==> src/rtl/sc_fir_pkg.sv <==
// Shared defaults, FSM state encoding and run-length helper for the
// stochastic weighted adder.
package sc_fir_pkg;

  localparam int unsigned SC_N_DEFAULT    = 12;
  localparam int unsigned SC_TAPS_DEFAULT = 19;

  typedef enum logic [1:0] {
    IDLE = 2'd0,
    RUN  = 2'd1,
    DONE = 2'd2
  } sc_state_e;

  // Number of accumulate cycles in one run.
  function automatic int unsigned sc_run_len(input int unsigned n);
    return 32'd1 << n;
  endfunction

endpackage

==> src/rtl/sc_cdf_select.sv <==
// Tap selector: picks the lowest tap whose cumulative-weight threshold
// exceeds the selection random number; falls back to the last tap.
module sc_cdf_select
  import sc_fir_pkg::*;
#(
  parameter int unsigned TAPS = SC_TAPS_DEFAULT,
  parameter int unsigned N    = SC_N_DEFAULT,
  parameter int unsigned AW   = (TAPS > 1) ? $clog2(TAPS) : 1
) (
  input  logic [TAPS-1:0][N-1:0] cdf_i,
  input  logic [N-1:0]           rng_sel_i,
  output logic [AW-1:0]          tap_c_o
);

  // Scan from the top so the lowest matching index wins.
  always_comb begin
    tap_c_o = AW'(TAPS - 1);
    for (int i = int'(TAPS) - 1; i >= 0; i--) begin
      if (rng_sel_i < cdf_i[i]) begin
        tap_c_o = AW'(i);
      end
    end
  end

endmodule

==> src/rtl/sc_wadd_param.sv <==
// Stochastic-computing weighted adder: each run of 2^N cycles picks one tap
// per cycle by its cumulative weight and counts that tap's stochastic bit.
// Optional feature macro: SC_SIGN_EN builds per-tap negation storage.
module sc_wadd_param
  import sc_fir_pkg::*;
#(
  parameter int unsigned N    = SC_N_DEFAULT,
  parameter int unsigned TAPS = SC_TAPS_DEFAULT,
  parameter int unsigned AW   = (TAPS > 1) ? $clog2(TAPS) : 1
) (
  input  logic                   clk_i,
  input  logic                   rst_i,
  input  logic                   start_i,
  input  logic [TAPS-1:0][N-1:0] in_i,
  input  logic [N-1:0]           rng_y_i,
  input  logic [N-1:0]           rng_sel_i,
  input  logic                   cfg_we_i,
  input  logic [AW-1:0]          cfg_addr_i,
  input  logic [N-1:0]           cfg_cdf_i,
  input  logic                   cfg_sign_i,
  output logic [N:0]             out_o,
  output logic                   done_o,
  output logic                   busy_o
);

  localparam int unsigned CW      = N + 1;
  localparam logic [CW-1:0] RUN_LEN = CW'(sc_run_len(N));

  sc_state_e              state_q, state_d;
  logic [CW-1:0]          out_q, out_d;
  logic [CW-1:0]          cnt_q, cnt_d;
  logic [TAPS-1:0][N-1:0] cdf_q, cdf_d;
  logic                   done_q, done_d;
  logic                   busy_q, busy_d;

  logic [TAPS-1:0]        sn_c;
  logic [TAPS-1:0]        xb_c;
  logic [AW-1:0]          tap_c;
  logic                   xb_sel_c;
  logic                   cfg_ok_c;

`ifdef SC_SIGN_EN
  logic [TAPS-1:0]        sign_q, sign_d;
`else
  logic                   unused_cfg_sign;
  assign unused_cfg_sign = cfg_sign_i;
`endif

  // Per-tap stochastic bit: binary value compared against the shared random.
  always_comb begin
    for (int i = 0; i < int'(TAPS); i++) begin
      sn_c[i] = (in_i[i] > rng_y_i);
    end
  end

  // Optional per-tap negation.
  always_comb begin
`ifdef SC_SIGN_EN
    xb_c = sn_c ^ sign_q;
`else
    xb_c = sn_c;
`endif
  end

  sc_cdf_select #(
    .TAPS (TAPS),
    .N    (N),
    .AW   (AW)
  ) u_sel (
    .cdf_i     (cdf_q),
    .rng_sel_i (rng_sel_i),
    .tap_c_o   (tap_c)
  );

  assign xb_sel_c = xb_c[tap_c];
  assign cfg_ok_c = cfg_we_i && (state_q != RUN);

  // Next-state, accumulator, run counter and weight-table update.
  always_comb begin
    state_d = state_q;
    out_d   = out_q;
    cnt_d   = cnt_q;
    cdf_d   = cdf_q;
`ifdef SC_SIGN_EN
    sign_d  = sign_q;
`endif

    case (state_q)
      IDLE: begin
        if (start_i) begin
          state_d = RUN;
          out_d   = '0;
          cnt_d   = '0;
        end
      end
      RUN: begin
        if (start_i) begin
          out_d = '0;
          cnt_d = '0;
        end else if (cnt_q == RUN_LEN) begin
          state_d = DONE;
        end else begin
          out_d = out_q + CW'(xb_sel_c);
          cnt_d = cnt_q + CW'(1);
        end
      end
      DONE: begin
        if (start_i) begin
          state_d = RUN;
          out_d   = '0;
          cnt_d   = '0;
        end else begin
          state_d = IDLE;
        end
      end
      default: state_d = IDLE;
    endcase

    // Table writes only outside a run; out-of-range addresses match nothing.
    if (cfg_ok_c) begin
      for (int i = 0; i < int'(TAPS); i++) begin
        if (cfg_addr_i == AW'(i)) begin
          cdf_d[i]  = cfg_cdf_i;
`ifdef SC_SIGN_EN
          sign_d[i] = cfg_sign_i;
`endif
        end
      end
    end

    done_d = (state_d == DONE);
    busy_d = (state_d == RUN);
  end

  // State and datapath registers.
  always_ff @(posedge clk_i or posedge rst_i) begin
    if (rst_i) begin
      state_q <= IDLE;
      out_q   <= '0;
      cnt_q   <= '0;
      cdf_q   <= '0;
      done_q  <= 1'b0;
      busy_q  <= 1'b0;
`ifdef SC_SIGN_EN
      sign_q  <= '0;
`endif
    end else begin
      state_q <= state_d;
      out_q   <= out_d;
      cnt_q   <= cnt_d;
      cdf_q   <= cdf_d;
      done_q  <= done_d;
      busy_q  <= busy_d;
`ifdef SC_SIGN_EN
      sign_q  <= sign_d;
`endif
    end
  end

  assign out_o  = out_q;
  assign done_o = done_q;
  assign busy_o = busy_q;

endmodule

==> config.mk <==
export PLATFORM = sky130hd
export DESIGN_NAME = sc_wadd_param
export DESIGN_NICKNAME = d
export VERILOG_FILES = /design/src/rtl/sc_fir_pkg.sv /design/src/rtl/sc_cdf_select.sv /design/src/rtl/sc_wadd_param.sv
export SDC_FILE = /design/constraint.sdc
export NUM_CORES = 1
export LEC_CHECK = 0
export ABC_AREA = 1
export BUFFER_PORTS_ARGS = -buffer_cell sky130_fd_sc_hd__buf_2
export CORE_ASPECT_RATIO = 0.75
export CORE_UTILIZATION = 60
export DETAILED_ROUTE_END_ITERATION = 6
export PLACE_DENSITY_LB_ADDON = 0.15
export SLEW_MARGIN = 20
export SYNTH_ARGS = -nofsm -noshare
export SYNTH_HDL_FRONTEND = slang
export SYNTH_SLANG_ARGS = --single-unit
==> constraint.sdc <==
create_clock -name clk_i -period 19.27 [get_ports clk_i]
set_input_delay 1.927 -clock clk_i [delete_from_list [all_inputs] [get_ports clk_i]]
set_output_delay 1.927 -clock clk_i [all_outputs]
set_load 0.01 [all_outputs]
==> impl_metrics.ini <==
[run_status]
status = finished clean

[detailed_routing]
drt_iter0_markers = 1490
wirelength_um = 54890
wl_per_cell_um = 17.72
antenna_left = 0
vias = 18021
dr.pass1.iters = 5
viasPerCell = 5.819
drc_errors = 0

[synth]
synthSimpleGateAreaFrac_pct = 16.15
synth_compound_area_share_pct = 16.85
synthXorXnorAreaFrac_pct = 0.09017
ys_top_cells_by_count = nand2_1, ha_1, inv_1
yosysTopAreaCell = dfrtp_1
ys_ff_latch = 246
ys_warn_count = 0
ys_seq_area_share_pct = 31.69
synthFlopType = dfrtp_1
synth.distinct_cells = 49
avgSynthCellArea_sq_um = 8.105
synth_adder_area_share_pct = 27.76
synth_fp_nets = 3102
synth_mux_area_share_pct = 0
ys_async_sr_fraction_pct = 100.0
synth_edf_count = 0
synth_area_leaders = dfrtp_1, ha_1, nand2_1, o21ai_0, inv_1
synth_top_family_by_area = adder cells
yosysTopAreaCellShare_pct = 31.69
synth.most_common_cell = nand2_1
syn_inst = 2397
synth_area_sq_um = 19430

[power]
vdd_drop_max_mv = 0.06918
p_per_area_nw_per_um2 = 72.46
p_leak_nw = 11.17

[floorplan]
initial_utilization_pct = 61.62
core_sq_um = 31530
rows = 56
die_w_um = 209.8
die_h_um = 157.8
dieArea_sq_um = 33110
io_pins = 289

[global_routing]
grt_pass1_wl_um = 86970
grt_pass1_vias = 17269
grt_overflow_total = 0
grt_max_degree = 103
antenna_found_initial = 4
grt_use_total_pct = 33.30

[flow_run]
drv_cap = 0

[clocking]
cts-root-buf = clkbuf_16
cts_buffers = 25
clock_sinks = 246
cts_hold_buffers = 0
htreeDepth = 1
clk_path_buf_depth = 3
clk_pin_slew_ps = 70
cts_tree = built
cts_setup_buffers = 0
cts.repair.resized = 0
clock_latency_ps = 550

[cells_and_area]
synthToLayoutAreaGrowth_pct = 13.79
drive_above_1_share_pct = 13.77
fin_cells = 3097
num-nets-final = 3374
fillers = 2568

[setup_path]
critPathArrivalTime_ps = 6270
critical_path_class = input pin to register
startpoint_type = input pin
cp.required_ps = 19700
critical_path.max_fanout = 18
cp_common_cell = nand2_1
critPathSlowestCell = buf_2
slowest_delay_ps = 560
worstSetupEndpointType = register

[placed_design]
gp_congestion = 0.8907
placedCellCount = 3048
io_buffers = 287
hpwl_um = 39070

[sta]
fin_crit_ps = 5838
setup_viol = 0
finalHoldViolCount = 0
fin_skew_ps = 25.04
slew_viol_final = 0
setup_tns_ps = 0
rsz0062_at_grt = no
timing.fmax_ghz = 0.1713
tightest_slew_ps = 1004
fin_crit_sh_pct = 30.30
slew_headroom_pct = 32.97

[worst_hold_path]
hold_path_class = register to register
## worst paths after layout
kind | startpoint | cells past startpoint | slack, ps | endpoint
worst max register to register | cdf_q[203] | 42 | 14980 | out_o[11]
worst min register to register | cdf_q[114] | 2 | 480 | cdf_q[114]
min in group asynchronous | rst_i | 2 | 1500 | cdf_q[19]
worst max-delay path | rng_sel_i[7] | 41 | 13430 | out_o[11]
max in group asynchronous | rst_i | 4 | 15700 | out_o[1]
worst min-delay path | cdf_q[114] | 2 | 480 | cdf_q[114]
## cell usage in the layout (no fill, tap or decap), types with 3 or more instances in the layout
cell type and n:
nand2_1 471, ha_1 431, inv_1 328, buf_2 287, o21ai_0 271, dfrtp_1 246, a21oi_1 198, nor2_1 128
nand3_1 56, nand4_1 48, nor3_1 25, clkbuf_16 25, a211oi_1 24, o211ai_1 15, o21a_1 14, a31oi_1 11
o221ai_1 10, clkbuf_8 9, buf_4 9, a31o_2 7, nand2_2 6, a2111oi_0 5, diode_2 4, nor4_1 4
o221a_2 4, clkbuf_1 4, a21boi_0 3, nand3_2 3, nand3b_1 3, clkinv_2 3
## kinds of logic after synthesis
logic type | Yosys count
AO/OA/AOI/OAI | 583
XOR/XNOR | 2
adder cells (fa/ha/maj) | 431
buffers and inverters | 382
flip-flops | 246
AND/OR/NAND/NOR | 753
## critical path, delay by kind of cell
kind                     cells  cell delay (ps)
AO/OA/AOI/OAI                1              100
adder cells (fa/ha/maj)      2              580
buffers and inverters        3              700
AND/OR/NAND/NOR             35             2940
## state kept, by name, summed over array words and instances, names as in the netlist
name and cells:
busy_o 1, cdf_q 216, cnt_q 13, done_o 1, out_o 13, state_q 2
## cell type report
class                      count  area, sq um  share of cell area, %
timing repair buffer         297         1515                  6.854
antenna                        4        10.01                0.04528
tap                          406        508.0                  2.298
multi-input combinational   1769        11820                  53.48
clock buffer                  38        764.5                  3.458
clock inverter                 7        83.83                 0.3792
sequential                   246         6156                  27.85
inverter                     330         1246                  5.637
## metrics by stage
| step | hold slack (ps) | util [%] | power (W) | setup slack [ps] | instance area, sq um |
|---|---|---|---|---|---|
| 6_report | 482.5 | 70.11 | 0.001602 | 13430 | 22110 |
| 3_5_place_dp | 472.8 | 67.38 | 0.001101 | 12980 | 21240 |
| 3_3_place_gp | 462.1 | 67.38 | 0.001066 | 13090 | 21240 |
| 4_1_cts | 488.2 | 70.07 | 0.001603 | 13530 | 22090 |
| 5_1_grt | 507.3 | 70.10 | 0.001707 | 12900 | 22100 |
| 2_1_floorplan | 447.6 | - | 0.0009471 | 10580 | 19430 |
## layer usage
layer  part of all wire [%]  GRT usage, %
met1                     45         44.97
met2                     46         56.02
met4                    2.6         9.246
met5                  0.020             0
met3                    7.0         4.721
## report_power, final
group          internal (W)  leakage, nW  switching (W)
Combinational      0.000191         7.53       0.000293
Clock              0.000289        0.419       0.000213
Sequential         0.000584         3.22      0.0000328
Power figures use the tool's default switching activity.
